==> config.mk <==
export PLATFORM = sky130hd
export DESIGN_NAME = muldiv_sequencer_flat
export DESIGN_NICKNAME = d
export VERILOG_FILES = /design/src/rtl/muldiv_sequencer_if.sv /design/src/rtl/muldiv_sequencer.sv /design/src/flat_wrapper.sv
export SDC_FILE = /design/constraint.sdc
export NUM_CORES = 1
export LEC_CHECK = 0
export ABC_AREA = 1
export BUFFER_PORTS_ARGS = -buffer_cell sky130_fd_sc_hd__buf_2
export CORE_MARGIN = 4
export CORE_UTILIZATION = 45
export CTS_BUF_LIST = sky130_fd_sc_hd__clkbuf_16
export CTS_CLUSTER_DIAMETER = 100
export DETAILED_ROUTE_END_ITERATION = 7
export HOLD_SLACK_MARGIN = 0.12
export PLACE_DENSITY_LB_ADDON = 0.25
export SETUP_SLACK_MARGIN = 0.5
export SLEW_MARGIN = 15
export SYNTH_ARGS = -nofsm -noshare
export SYNTH_HDL_FRONTEND = slang
export SYNTH_SLANG_ARGS = --single-unit
==> constraint.sdc <==
create_clock -name clk -period 6.3 [get_ports clk]
set_clock_uncertainty 0.05 [all_clocks]
set_input_delay 1.26 -clock clk [delete_from_list [all_inputs] [get_ports clk]]
set_output_delay 1.26 -clock clk [all_outputs]
set_load 0.01 [all_outputs]
==> src/rtl/muldiv_sequencer_if.sv <==
// Execute-stage request/response bundle between the pipeline and the M-extension sequencer.
// The pipeline drives the request side and the sequencer drives the stall and result side.
interface muldiv_sequencer_if #(
    parameter int XLEN = 32
);
    logic            MulDivE;
    logic [2:0]      MulDivOpE;
    logic [XLEN-1:0] SrcAE;
    logic [XLEN-1:0] SrcBE;
    logic            FlushE;
    logic            StallMD;
    logic            BusyMD;
    logic            MulDivDoneE;
    logic [XLEN-1:0] MulDivResultE;

    modport master (
        output MulDivE, MulDivOpE, SrcAE, SrcBE, FlushE,
        input  StallMD, BusyMD, MulDivDoneE, MulDivResultE
    );

    modport slave (
        input  MulDivE, MulDivOpE, SrcAE, SrcBE, FlushE,
        output StallMD, BusyMD, MulDivDoneE, MulDivResultE
    );
endinterface

==> src/rtl/muldiv_sequencer.sv <==
// RV32M execute-stage sequencer: iterative radix-2 shift-add multiply and restoring divide
// on operand magnitudes, with sign fix-up applied when the one-cycle result is presented.
module muldiv_sequencer #(
    parameter int XLEN = 32
) (
    input  logic                clk,
    input  logic                rst,
    muldiv_sequencer_if.slave   md
);
    localparam int CW = $clog2(XLEN + 1);

    localparam logic [1:0] IDLE = 2'd0;
    localparam logic [1:0] RUN  = 2'd1;
    localparam logic [1:0] DONE = 2'd2;

    logic [1:0]      state;
    logic [CW-1:0]   cnt;
    logic [2:0]      op_q;
    logic [XLEN-1:0] opnd;
    logic [XLEN-1:0] hi;
    logic [XLEN-1:0] lo;
    logic            neg_q;
    logic            neg_r;

    // ---------------- operand decode (used only in IDLE) ----------------
    logic            is_div;
    logic            a_sgn, b_sgn;
    logic            a_neg, b_neg;
    logic [XLEN-1:0] a_mag, b_mag;
    logic            div_zero, div_ovf;

    always_comb begin
        is_div = md.MulDivOpE[2];
        if (is_div) begin
            a_sgn = ~md.MulDivOpE[0];
            b_sgn = ~md.MulDivOpE[0];
        end else begin
            a_sgn = (md.MulDivOpE[1:0] != 2'b11);
            b_sgn = ~md.MulDivOpE[1];
        end
        a_neg    = a_sgn & md.SrcAE[XLEN-1];
        b_neg    = b_sgn & md.SrcBE[XLEN-1];
        a_mag    = a_neg ? -md.SrcAE : md.SrcAE;
        b_mag    = b_neg ? -md.SrcBE : md.SrcBE;
        div_zero = is_div & (md.SrcBE == '0);
        div_ovf  = is_div & ~md.MulDivOpE[0]
                 & (md.SrcAE == {1'b1, {(XLEN-1){1'b0}}})
                 & (md.SrcBE == '1);
    end

    // ---------------- one iteration of either datapath ----------------
    logic [XLEN:0]   mul_sum;
    logic [XLEN-1:0] mul_hi, mul_lo;
    logic [XLEN:0]   div_shift, div_diff;
    logic [XLEN-1:0] div_hi, div_lo;

    always_comb begin
        // hi:lo is the partial product; the multiplier bit shifts out of lo[0]
        mul_sum = {1'b0, hi} + (lo[0] ? {1'b0, opnd} : '0);
        mul_hi  = mul_sum[XLEN:1];
        mul_lo  = {mul_sum[0], lo[XLEN-1:1]};

        // hi is the partial remainder, lo shifts dividend bits out and quotient bits in
        div_shift = {hi, lo[XLEN-1]};
        div_diff  = div_shift - {1'b0, opnd};
        if (!div_diff[XLEN]) begin
            div_hi = div_diff[XLEN-1:0];
            div_lo = {lo[XLEN-2:0], 1'b1};
        end else begin
            div_hi = div_shift[XLEN-1:0];
            div_lo = {lo[XLEN-2:0], 1'b0};
        end
    end

    // ---------------- sequencing ----------------
    always_ff @(posedge clk or negedge rst) begin
        if (!rst) begin
            state <= IDLE;
            cnt   <= '0;
            op_q  <= '0;
            opnd  <= '0;
            hi    <= '0;
            lo    <= '0;
            neg_q <= 1'b0;
            neg_r <= 1'b0;
        end else if (md.FlushE) begin
            state <= IDLE;
            cnt   <= '0;
        end else begin
            case (state)
                IDLE: begin
                    if (md.MulDivE) begin
                        op_q <= md.MulDivOpE;
                        cnt  <= CW'(XLEN);
                        if (div_zero) begin
                            lo    <= '1;
                            hi    <= md.SrcAE;
                            neg_q <= 1'b0;
                            neg_r <= 1'b0;
                            state <= DONE;
                        end else if (div_ovf) begin
                            lo    <= md.SrcAE;
                            hi    <= '0;
                            neg_q <= 1'b0;
                            neg_r <= 1'b0;
                            state <= DONE;
                        end else begin
                            hi    <= '0;
                            lo    <= is_div ? a_mag : b_mag;
                            opnd  <= is_div ? b_mag : a_mag;
                            neg_q <= a_neg ^ b_neg;
                            neg_r <= a_neg;
                            state <= RUN;
                        end
                    end
                end
                RUN: begin
                    cnt <= cnt - CW'(1);
                    if (op_q[2]) begin
                        hi <= div_hi;
                        lo <= div_lo;
                    end else begin
                        hi <= mul_hi;
                        lo <= mul_lo;
                    end
                    if (cnt == CW'(1))
                        state <= DONE;
                end
                DONE:    state <= IDLE;
                default: state <= IDLE;
            endcase
        end
    end

    // ---------------- result fix-up and outputs ----------------
    logic [2*XLEN-1:0] prod_s;
    logic [XLEN-1:0]   quo_s, rem_s, res;
    logic              done;

    always_comb begin
        prod_s = neg_q ? -{hi, lo} : {hi, lo};
        quo_s  = neg_q ? -lo : lo;
        rem_s  = neg_r ? -hi : hi;
        case (op_q)
            3'b000:                 res = prod_s[XLEN-1:0];
            3'b001, 3'b010, 3'b011: res = prod_s[2*XLEN-1:XLEN];
            3'b100, 3'b101:         res = quo_s;
            default:                res = rem_s;
        endcase
    end

    // A flush in DONE squashes the result, so the instruction never reaches M.
    assign done             = (state == DONE) & ~md.FlushE;
    assign md.MulDivDoneE   = done;
    assign md.MulDivResultE = done ? res : '0;
    assign md.BusyMD        = (state != IDLE);
    assign md.StallMD       = rst & ~md.FlushE
                            & (((state == IDLE) & md.MulDivE) | (state == RUN));
endmodule

==> src/flat_wrapper.sv <==
// flat-port wrapper written by rule: the top's interface ports become plain ports
module muldiv_sequencer_flat 
#(
    parameter int XLEN = 32
)
  (clk, rst, md_MulDivE, md_MulDivOpE, md_SrcAE, md_SrcBE, md_FlushE, md_StallMD, md_BusyMD, md_MulDivDoneE, md_MulDivResultE);
  muldiv_sequencer_if #(.XLEN(XLEN)) md_i ();
  input  logic clk;
  input  logic rst;
  input wire logic [$bits(md_i.MulDivE)-1:0] md_MulDivE;
  input wire logic [$bits(md_i.MulDivOpE)-1:0] md_MulDivOpE;
  input wire logic [$bits(md_i.SrcAE)-1:0] md_SrcAE;
  input wire logic [$bits(md_i.SrcBE)-1:0] md_SrcBE;
  input wire logic [$bits(md_i.FlushE)-1:0] md_FlushE;
  output wire logic [$bits(md_i.StallMD)-1:0] md_StallMD;
  output wire logic [$bits(md_i.BusyMD)-1:0] md_BusyMD;
  output wire logic [$bits(md_i.MulDivDoneE)-1:0] md_MulDivDoneE;
  output wire logic [$bits(md_i.MulDivResultE)-1:0] md_MulDivResultE;
  assign md_i.MulDivE = md_MulDivE;
  assign md_i.MulDivOpE = md_MulDivOpE;
  assign md_i.SrcAE = md_SrcAE;
  assign md_i.SrcBE = md_SrcBE;
  assign md_i.FlushE = md_FlushE;
  assign md_StallMD = md_i.StallMD;
  assign md_BusyMD = md_i.BusyMD;
  assign md_MulDivDoneE = md_i.MulDivDoneE;
  assign md_MulDivResultE = md_i.MulDivResultE;
  muldiv_sequencer #(.XLEN(XLEN)) u_core (.clk(clk), .rst(rst), .md(md_i));
endmodule
==> summary.md, run 1 <==
| Metric | Value |
|---|---|
| Status | `complete, but fails checks` |
| Violated checks | `design-rule violations` |
| CP Data Arrival Time | `3220 ps` |
| Total GRT Usage | `36.08%` |
| WL/cell | `20.56 um` |
| Post-Synthesis Cells | `3420` |
| Peak supply drop | `0.2346 mV` |
| Layout cells sized above 1 | `6.154%` |
| Met2 routed WL | `33060 um` |
| Cts hold-fix bufs | `0` |
| #FFs+latches synth | `109` |
| Post-DP HPWL | `66590 um` |
| Reg-to-reg critical path startpoint | `u_core.hi[0]` |
| Placement Setup Slack | `1996 ps` |
| Via/cell ratio | `5.659` |
| Xor/xnor cell area share of the yosys netlist | `3.945%` |
| Worst path required time | `4990 ps` |
| Commonest non-fill, non-tap cell in the layout | `nand2_1` |
| Clk root buf | `clkbuf_16` |
| FF-to-FF End | `u_core.hi[23]` |
| Seq/Total Area, Yosys | `15.17%` |
| Crit share post-route | `71.92%` |
| Final hold vios | `0` |
| Ant diodes | `0` |
| Die W | `207.9 um` |
| # clock sinks | `109` |
| Final wirelength | `81470 um` |
| Initial antenna violation count | `2` |
| Share of power burned in registers | `19.5%` |
| Global placement routability congestion | `1.036` |
| Mean Syn Cell Area | `5.258 um2` |
| Multiplexer share of the synthesized area | `0.1113%` |
| Reg2reg setup slack | `2470 ps` |
| Hold Crit Endpoint | `u_core.op_q[0]` |
| Post_cts resized | `0` |
| Critical-path maximum fanout | `27` |
| Synth Area in Compound Gates | `16.20%` |
| RSZ-0062 raised after global routing | `no` |
| First-pass GRT wire length | `121800 um` |
| PwrDens | `427.5 nW/um2` |
| Simple-gate area share of the yosys netlist | `46.01%` |
| IO Count | `106` |
| Row cnt | `72` |
| Syn Std Cell Area | `17980 um2` |
| Met1 Routed Length | `35810 um` |
| Final setup fails | `0` |
| Min Tclk post-route | `4531 ps` |
| Vias in the first global route | `20040` |
| Startpoint types | `flip-flop` |
| Path type of the worst setup path | `flip-flop to output port` |
| Clock Path Buffers | `2` |
| Hold depth | `2` |
| Slew Viols, Final | `0` |
| Final WS setup | `1769 ps` |
| Dominant synthesized flop cell | `dfrtp_1` |
| EDFF count, synth | `0` |
| Worst relative slew slack | `24.37%` |
| Most frequent cells in the layout | `nand2_1 (1234), inv_1 (472), nor2_1 (337)` |
| DRC Markers | `20` |
| CTS clk-pin slew, worst paths | `80 ps` |
| Initial DRC count | `2946` |
| Leak Pwr | `10.43 nW` |
| Worst skew pair latency | `370 ps` |
| Net Sw Power | `0.005151 W` |
| Top routing layer used | `met5` |
| DRT Pass-1 Iters | `8` |
| Fin nets | `3584` |
| Min-delay src | `u_core.op_q[0]` |
| Syn Nets | `3564` |
| Max-cap violations | `0` |
| Core Area | `39100 um2` |
| Initial Util | `45.99%` |
| Yosys warns | `0` |
| Die area | `43220 um2` |
| Count of buffers from port buffering | `105` |
| Area growth syn-to-layout | `6.262%` |
| Largest family of logic cells by synthesized area | `simple AND/OR/NAND/NOR gates` |
| Critical Path Sink Type | `output port` |
| Routed Antenna Nets | `0` |
| Max Clk Rate | `220.7 MHz` |
| Met3 wire len | `8530 um` |
| Synth async-reset ratio | `100.0%` |
| Yosys cell types | `55` |
| Power share of the combinational group | `73.1%` |
| Routed vias | `22430` |
| P_int | `0.003018 W` |
| Post-CTS Setup Inserts | `0` |
| HP Class | `flip-flop to flip-flop` |
| Least-Margin Pin Slew | `1132 ps` |
| Clock power share | `7.4%` |
| R2R cell count | `18` |
| Sw frac | `63.05%` |
| Largest net degree at the start of global routing | `80` |
| CTS tree | `done` |
| Die Y | `207.9 um` |
| TritonCTS Buffers | `9` |
| Remaining global-route overflow | `0` |
| TNS Setup | `0 ps` |
| Adder-cell share of the synthesized area | `5.163%` |
| Number of H-tree levels | `3` |
power groups by stage:
stage               Sequential (W)  Clock [W]  Combinational (W)
finish                     0.00160   0.000603            0.00597
global route               0.00159   0.000631            0.00662
CTS                        0.00155   0.000607            0.00580
detailed placement         0.00156          0            0.00576
global placement           0.00156          0            0.00579
floorplan                  0.00121          0            0.00425
registers in the layout, indices dropped and copies added (netlist names):
| signal | cells |
|---|---|
| u_core.cnt | 6 |
| u_core.hi | 32 |
| u_core.lo | 32 |
| u_core.neg_q | 1 |
| u_core.neg_r | 1 |
| u_core.op_q | 3 |
| u_core.opnd | 32 |
| u_core.state | 2 |
cells in the mapped netlist (2+ instances only):
cell type	n	area share, %
o31ai_1	3	0.13
a21oi_1	182	5.1
nand2_2	6	0.21
dfrtp_1	109	15
inv_2	25	0.52
a21boi_1	17	0.71
and2_1	5	0.17
nand3b_4	2	0.22
o21ai_1	104	2.9
or2_2	6	0.21
clkinv_1	2	0.042
o22ai_1	3	0.10
o21ai_0	164	4.6
buf_1	12	0.25
nor2_1	339	7.1
nor2_4	3	0.19
a22oi_2	4	0.28
nand3b_1	12	0.50
ha_1	71	4.9
o21bai_1	5	0.21
nand3_1	282	7.8
fa_1	2	0.22
nor2_2	8	0.28
buf_2	22	0.61
mux2i_1	2	0.11
clkbuf_1	72	1.5
o211ai_1	20	0.83
nand3_2	6	0.33
a31oi_1	18	0.63
nor3_1	41	1.1
nand4_1	45	1.6
nand2_1	1234	26
and3_1	2	0.070
xor2_1	69	3.4
buf_4	3	0.13
nor4_1	6	0.21
a2bb2oi_1	2	0.097
inv_1	472	9.9
a22oi_1	6	0.25
xnor2_1	12	0.58
buf_6	8	0.50
worst max-delay path by stage:
stage	start	to	slack (ps)
floorplan	md_FlushE	md_MulDivResultE[10]	2510
global placement	u_core.lo[0]	md_MulDivResultE[31]	2120
detailed placement	md_SrcBE[0]	u_core.opnd[20]	2000
CTS	u_core.lo[0]	md_MulDivResultE[31]	1640
global route	u_core.lo[0]	md_MulDivResultE[28]	1590
finish	u_core.op_q[2]	md_MulDivResultE[7]	1770
cells by family (layout without fill, tap and decap cells):
kind of cell,count (synthesis),in the layout
AND/OR/NAND/NOR,2002,2002
buffers and inverters,616,641
AO/OA/AOI/OAI,537,537
flip-flops,109,109
XOR/XNOR,81,81
adder cells (fa/ha/maj),73,73
multiplexers,2,2
layer usage:
layer  track usage (%)  vias up
met3             7.034      163
li1                  -    10910
met4             15.42        4
met2             52.11     1224
met1             52.28    10130
met5                 0        -
layout make-up:
type	count	area, um2
fillers	4527	19990
multi-input cells	2695	12860
flip-flops and latches	109	2731
inverters	499	1873
repair buffers	126	685.7
well taps	518	648.1
clock buffers	9	225.2
clock inverters	7	86.33
per-stage QoR:
step | power (W) | area (um2) | utilization, % | std cells | hold slack, ps
floorplan | 0.005452 | 17980 | - | 3420 | 404.0
global placement | 0.007345 | 18800 | 48.07 | 3947 | 430.6
detailed placement | 0.007325 | 18800 | 48.07 | 3947 | 450.2
CTS | 0.007949 | 19110 | 48.87 | 3963 | 470.8
global route | 0.008851 | 19110 | 48.87 | 3963 | 485.0
finish | 0.008170 | 19110 | 48.87 | 3963 | 470.9
worst max-delay path, stage by stage (launching register included):
cell,delay (ps)
dfrtp_2,730
nand2_1,110
buf_4,250
inv_1,670
buf_4,340
o21ai_0,100
a21oi_1,330
a211oi_1,100
buf_2,180
Note: power is estimated with default switching activity, not from simulation.
==> run 2: changes to the inputs <==
Settings changed: ABC_AREA 1 to 0.
Clock period 6.3 ns to 4 ns, I/O delays scaled along.
==> run 2 against run 1 <==
Against the previous run: the flow finishes with violations (negative setup slack); cell count down 37%; sequential power increased by 28%; largest cell class unchanged; clock power up 66%; via count decreased by 27%.
==> summary.md, run 2 <==
| Metric | Value |
|---|---|
| Status | `complete, but fails checks (unchanged)` |
| Violated checks | `negative setup slack (was design-rule violations)` |
| PwrDens | `752.4 nW/um2 (was 427.5 nW/um2)` |
| Final setup fails | `6 (was 0)` |
| Crit share post-route | `102.8%` |
| Worst path required time | `3150 ps (was 4990 ps)` |
| Min Tclk post-route | `4114 ps` |
| TritonCTS Buffers | `9 (unchanged)` |
| Final instance area | `16860 um2 (was 19110 um2)` |
| RSZ-0062 raised after global routing | `yes (was no)` |
| Core Area | `30590 um2 (was 39100 um2)` |
| TNS Setup | `-297.4 ps (was 0 ps)` |
| CTS clk-pin slew, worst paths | `90 ps (was 80 ps)` |
| Syn Nets | `2102 (was 3564)` |
| Largest net degree at the start of global routing | `77 (was 80)` |
| Startpoint types | `flip-flop (unchanged)` |
| Final hold slack | `298.2 ps (was 470.9 ps)` |
| Yosys warns | `0 (unchanged)` |
| Dominant synthesized flop cell | `dfrtp_1 (unchanged)` |
| Cts hold-fix bufs | `0 (unchanged)` |
| Initial Util | `45.53% (was 45.99%)` |
| Fin nets | `2235 (was 3584)` |
| Largest regs | `u_core.hi: 32 flops, u_core.lo: 32 flops, u_core.opnd: 32 flops (unchanged)` |
| Mean Syn Cell Area | `7.113 um2 (was 5.258 um2)` |
| Count of buffers from port buffering | `105 (unchanged)` |
| Yosys cell types | `70 (was 55)` |
| DRC Markers | `0 (was 20)` |
| Placed Area | `15440 um2 (was 18800 um2)` |
| Die area | `33830 um2 (was 43220 um2)` |
| Worst relative slew slack | `35.82% (was 24.37%)` |
| Most common cell in the synthesized netlist | `nand2_1 (unchanged)` |
| Critical-path maximum fanout | `4 (was 27)` |
| Via/cell ratio | `6.606 (was 5.659)` |
| Peak supply drop | `0.3798 mV (was 0.2346 mV)` |
| Post-DP HPWL | `46920 um (was 66590 um)` |
| Total GRT Usage | `34.96% (was 36.08%)` |
| Seq/Total Area, Yosys | `19.58% (was 15.17%)` |
| Initial antenna violation count | `0 (was 2)` |
| Most frequent cells in the layout | `nand2_1 (203), nor2_1 (183), a21oi_1 (167) (was nand2_1 (1234), inv_1 (472), nor2_1 (337))` |
| Slew Viols, Final | `0 (unchanged)` |
| HP Class | `input pin to asynchronous set/reset pin (was flip-flop to flip-flop)` |
| EDFF count, synth | `0 (unchanged)` |
| Final hold vios | `0 (unchanged)` |
| DRT Pass-1 Iters | `5 (was 8)` |
| Leak Pwr | `7.140 nW (was 10.43 nW)` |
| Final wirelength | `60760 um (was 81470 um)` |
| Routing usage on met1 | `50.91% (was 52.28%)` |
| Routed Antenna Nets | `0 (unchanged)` |
| Critical Path Sink Type | `output port (unchanged)` |
| Worst skew pair latency | `370 ps (about the same)` |
| Syn Std Cell Area | `13930 um2 (was 17980 um2)` |
| Max-cap violations | `0 (unchanged)` |
| Routed vias | `16470 (was 22430)` |
| Area contributors post-synth | `dfrtp_1 (20%), xnor2_1 (7.4%), o21ai_0 (7.0%) (was nand2_1 (26%), dfrtp_1 (15%), inv_1 (9.9%))` |
| Final WS setup | `-113.9 ps (was 1769 ps)` |
| Remaining global-route overflow | `0 (unchanged)` |
| Die W | `183.9 um (was 207.9 um)` |
| Global placement routability congestion | `1.039 (was 1.036)` |
| Post-synth top area cell | `dfrtp_1 (was nand2_1)` |
| PnR Total Power | `0.01269 W (was 0.008170 W)` |
| Post-Synthesis Cells | `1958 (was 3420)` |
| CTS tree | `done (unchanged)` |
| Die Y | `183.9 um (was 207.9 um)` |
| Met3 Usage GRT | `7.558% (was 7.034%)` |
| Row cnt | `64 (was 72)` |
| Least-Margin Pin Slew | `959.1 ps (was 1132 ps)` |
| Commonest non-fill, non-tap cell in the layout | `nand2_1 (unchanged)` |
| Synth top cells by count | `nand2_1 (213), o21ai_0 (194), nor2_1 (189), a21oi_1 (183), clkbuf_1 (121) (was nand2_1 (1234), inv_1 (472), nor2_1 (339), nand3_1 (282), a21oi_1 (182))` |
| Initial DRC count | `2355 (was 2946)` |
| Synth async-reset ratio | `100.0% (unchanged)` |
| Path type of the worst setup path | `flip-flop to output port (unchanged)` |
| Layout cells sized above 1 | `22.42% (was 6.154%)` |
| IO Count | `106 (unchanged)` |
| # clock sinks | `109 (unchanged)` |
| Number of H-tree levels | `3 (unchanged)` |
| # fillers | `2960 (was 4527)` |
| Placement Setup Slack | `96.77 ps (was 1996 ps)` |
| Met2 Use GR | `49.66% (was 52.11%)` |
| #FFs+latches synth | `109 (unchanged)` |
| Busiest grt layer | `met1 (unchanged)` |
| CP Data Arrival Time | `3260 ps (was 3220 ps)` |
| Clk root buf | `clkbuf_16 (unchanged)` |
| Area growth syn-to-layout | `21.09% (was 6.262%)` |
| WL/cell | `24.37 um (was 20.56 um)` |
| First-pass GRT wire length | `92110 um (was 121800 um)` |
| Max Clk Rate | `243.1 MHz` |
| Vias in the first global route | `15120 (was 20040)` |
| Top-area cell type share of the netlist area | `19.58% (was 25.76%)` |
| Clock Path Buffers | `2 (unchanged)` |
[run 2: repair_timing]
action | in CTS | in global routing
setup buffers | 28 | 17
pin swaps | 43 | 31
gates cloned | 0 | 1
resized for setup | 113 | 81
endpoints found under the setup margin | 65 | 99
[run 2: cell families (layout without fill, tap and decap cells)]
family          after synthesis  in the layout  share of synthesized area (%)
compound gates              675            675                          30.31
simple gates                639            639                          21.51
buf+inv                     217            355                          5.956
xor+xnor                    200            200                          12.58
flops                       109            109                          19.58
fa+ha+maj                    73             73                          6.666
mux                          45             45                          3.396
other cells                   0              1                              0
[run 2: area by class of cell]
| cell class | instances | area [um2] | share of cell area [%] |
|---|---|---|---|
| multi-input combinational | 1632 | 11200 | 66.38 |
| sequential | 109 | 2748 | 16.29 |
| timing repair buffer | 268 | 1833 | 10.87 |
| tap | 396 | 495.5 | 2.938 |
| inverter | 71 | 276.5 | 1.640 |
| clock buffer | 9 | 225.2 | 1.335 |
| clock inverter | 7 | 88.84 | 0.5267 |
| antenna | 1 | 2.502 | 0.01484 |
[run 2: metrics by stage]
stage	utilization, %	cells
floorplan	-	1958
global placement	50.49	2430
global route	55.13	2492
finish	55.13	2493
detailed placement	50.49	2430
CTS	53.47	2474
[run 2: metal layers]
layer | wire length (um) | part of all wire (%) | vias up
li1 | - | - | 7397
met2 | 24590 | 40 | 1069
met1 | 25500 | 42 | 7821
met4 | 3398 | 5.6 | 0
met5 | 0 | 0 | -
met3 | 7266 | 12 | 183
[run 2: power by group]
group	switching [W]	internal [W]	total, W
sequential	0.000566	0.00148	0.00204
combinational	0.00585	0.00380	0.00964
clock	0.000499	0.000505	0.00100
total	0.00691	0.00578	0.0127
[run 2: worst paths after layout]
path,startpoint,endpoint,slack [ps],cells past startpoint
worst min-delay path,rst,u_core.lo[11],300,1
min in group clk,u_core.opnd[29],u_core.opnd[29],440,2
worst min register to register,u_core.opnd[29],u_core.opnd[29],440,2
worst max register to register,u_core.lo[0],u_core.hi[31],550,13
max in group asynchronous,rst,u_core.hi[6],2460,2
worst max-delay path,u_core.lo[28],md_MulDivResultE[13],-110,9
[run 2: critical path, cell delays in order (launching register included)]
cell and delay (ps):
dfrtp_2 430, or4_4 560, nor4_4 190, nand4_1 250, or2_4 310, or4b_4 560
a311oi_2 240, a21oi_1 60, o21a_1 160, buf_2 130
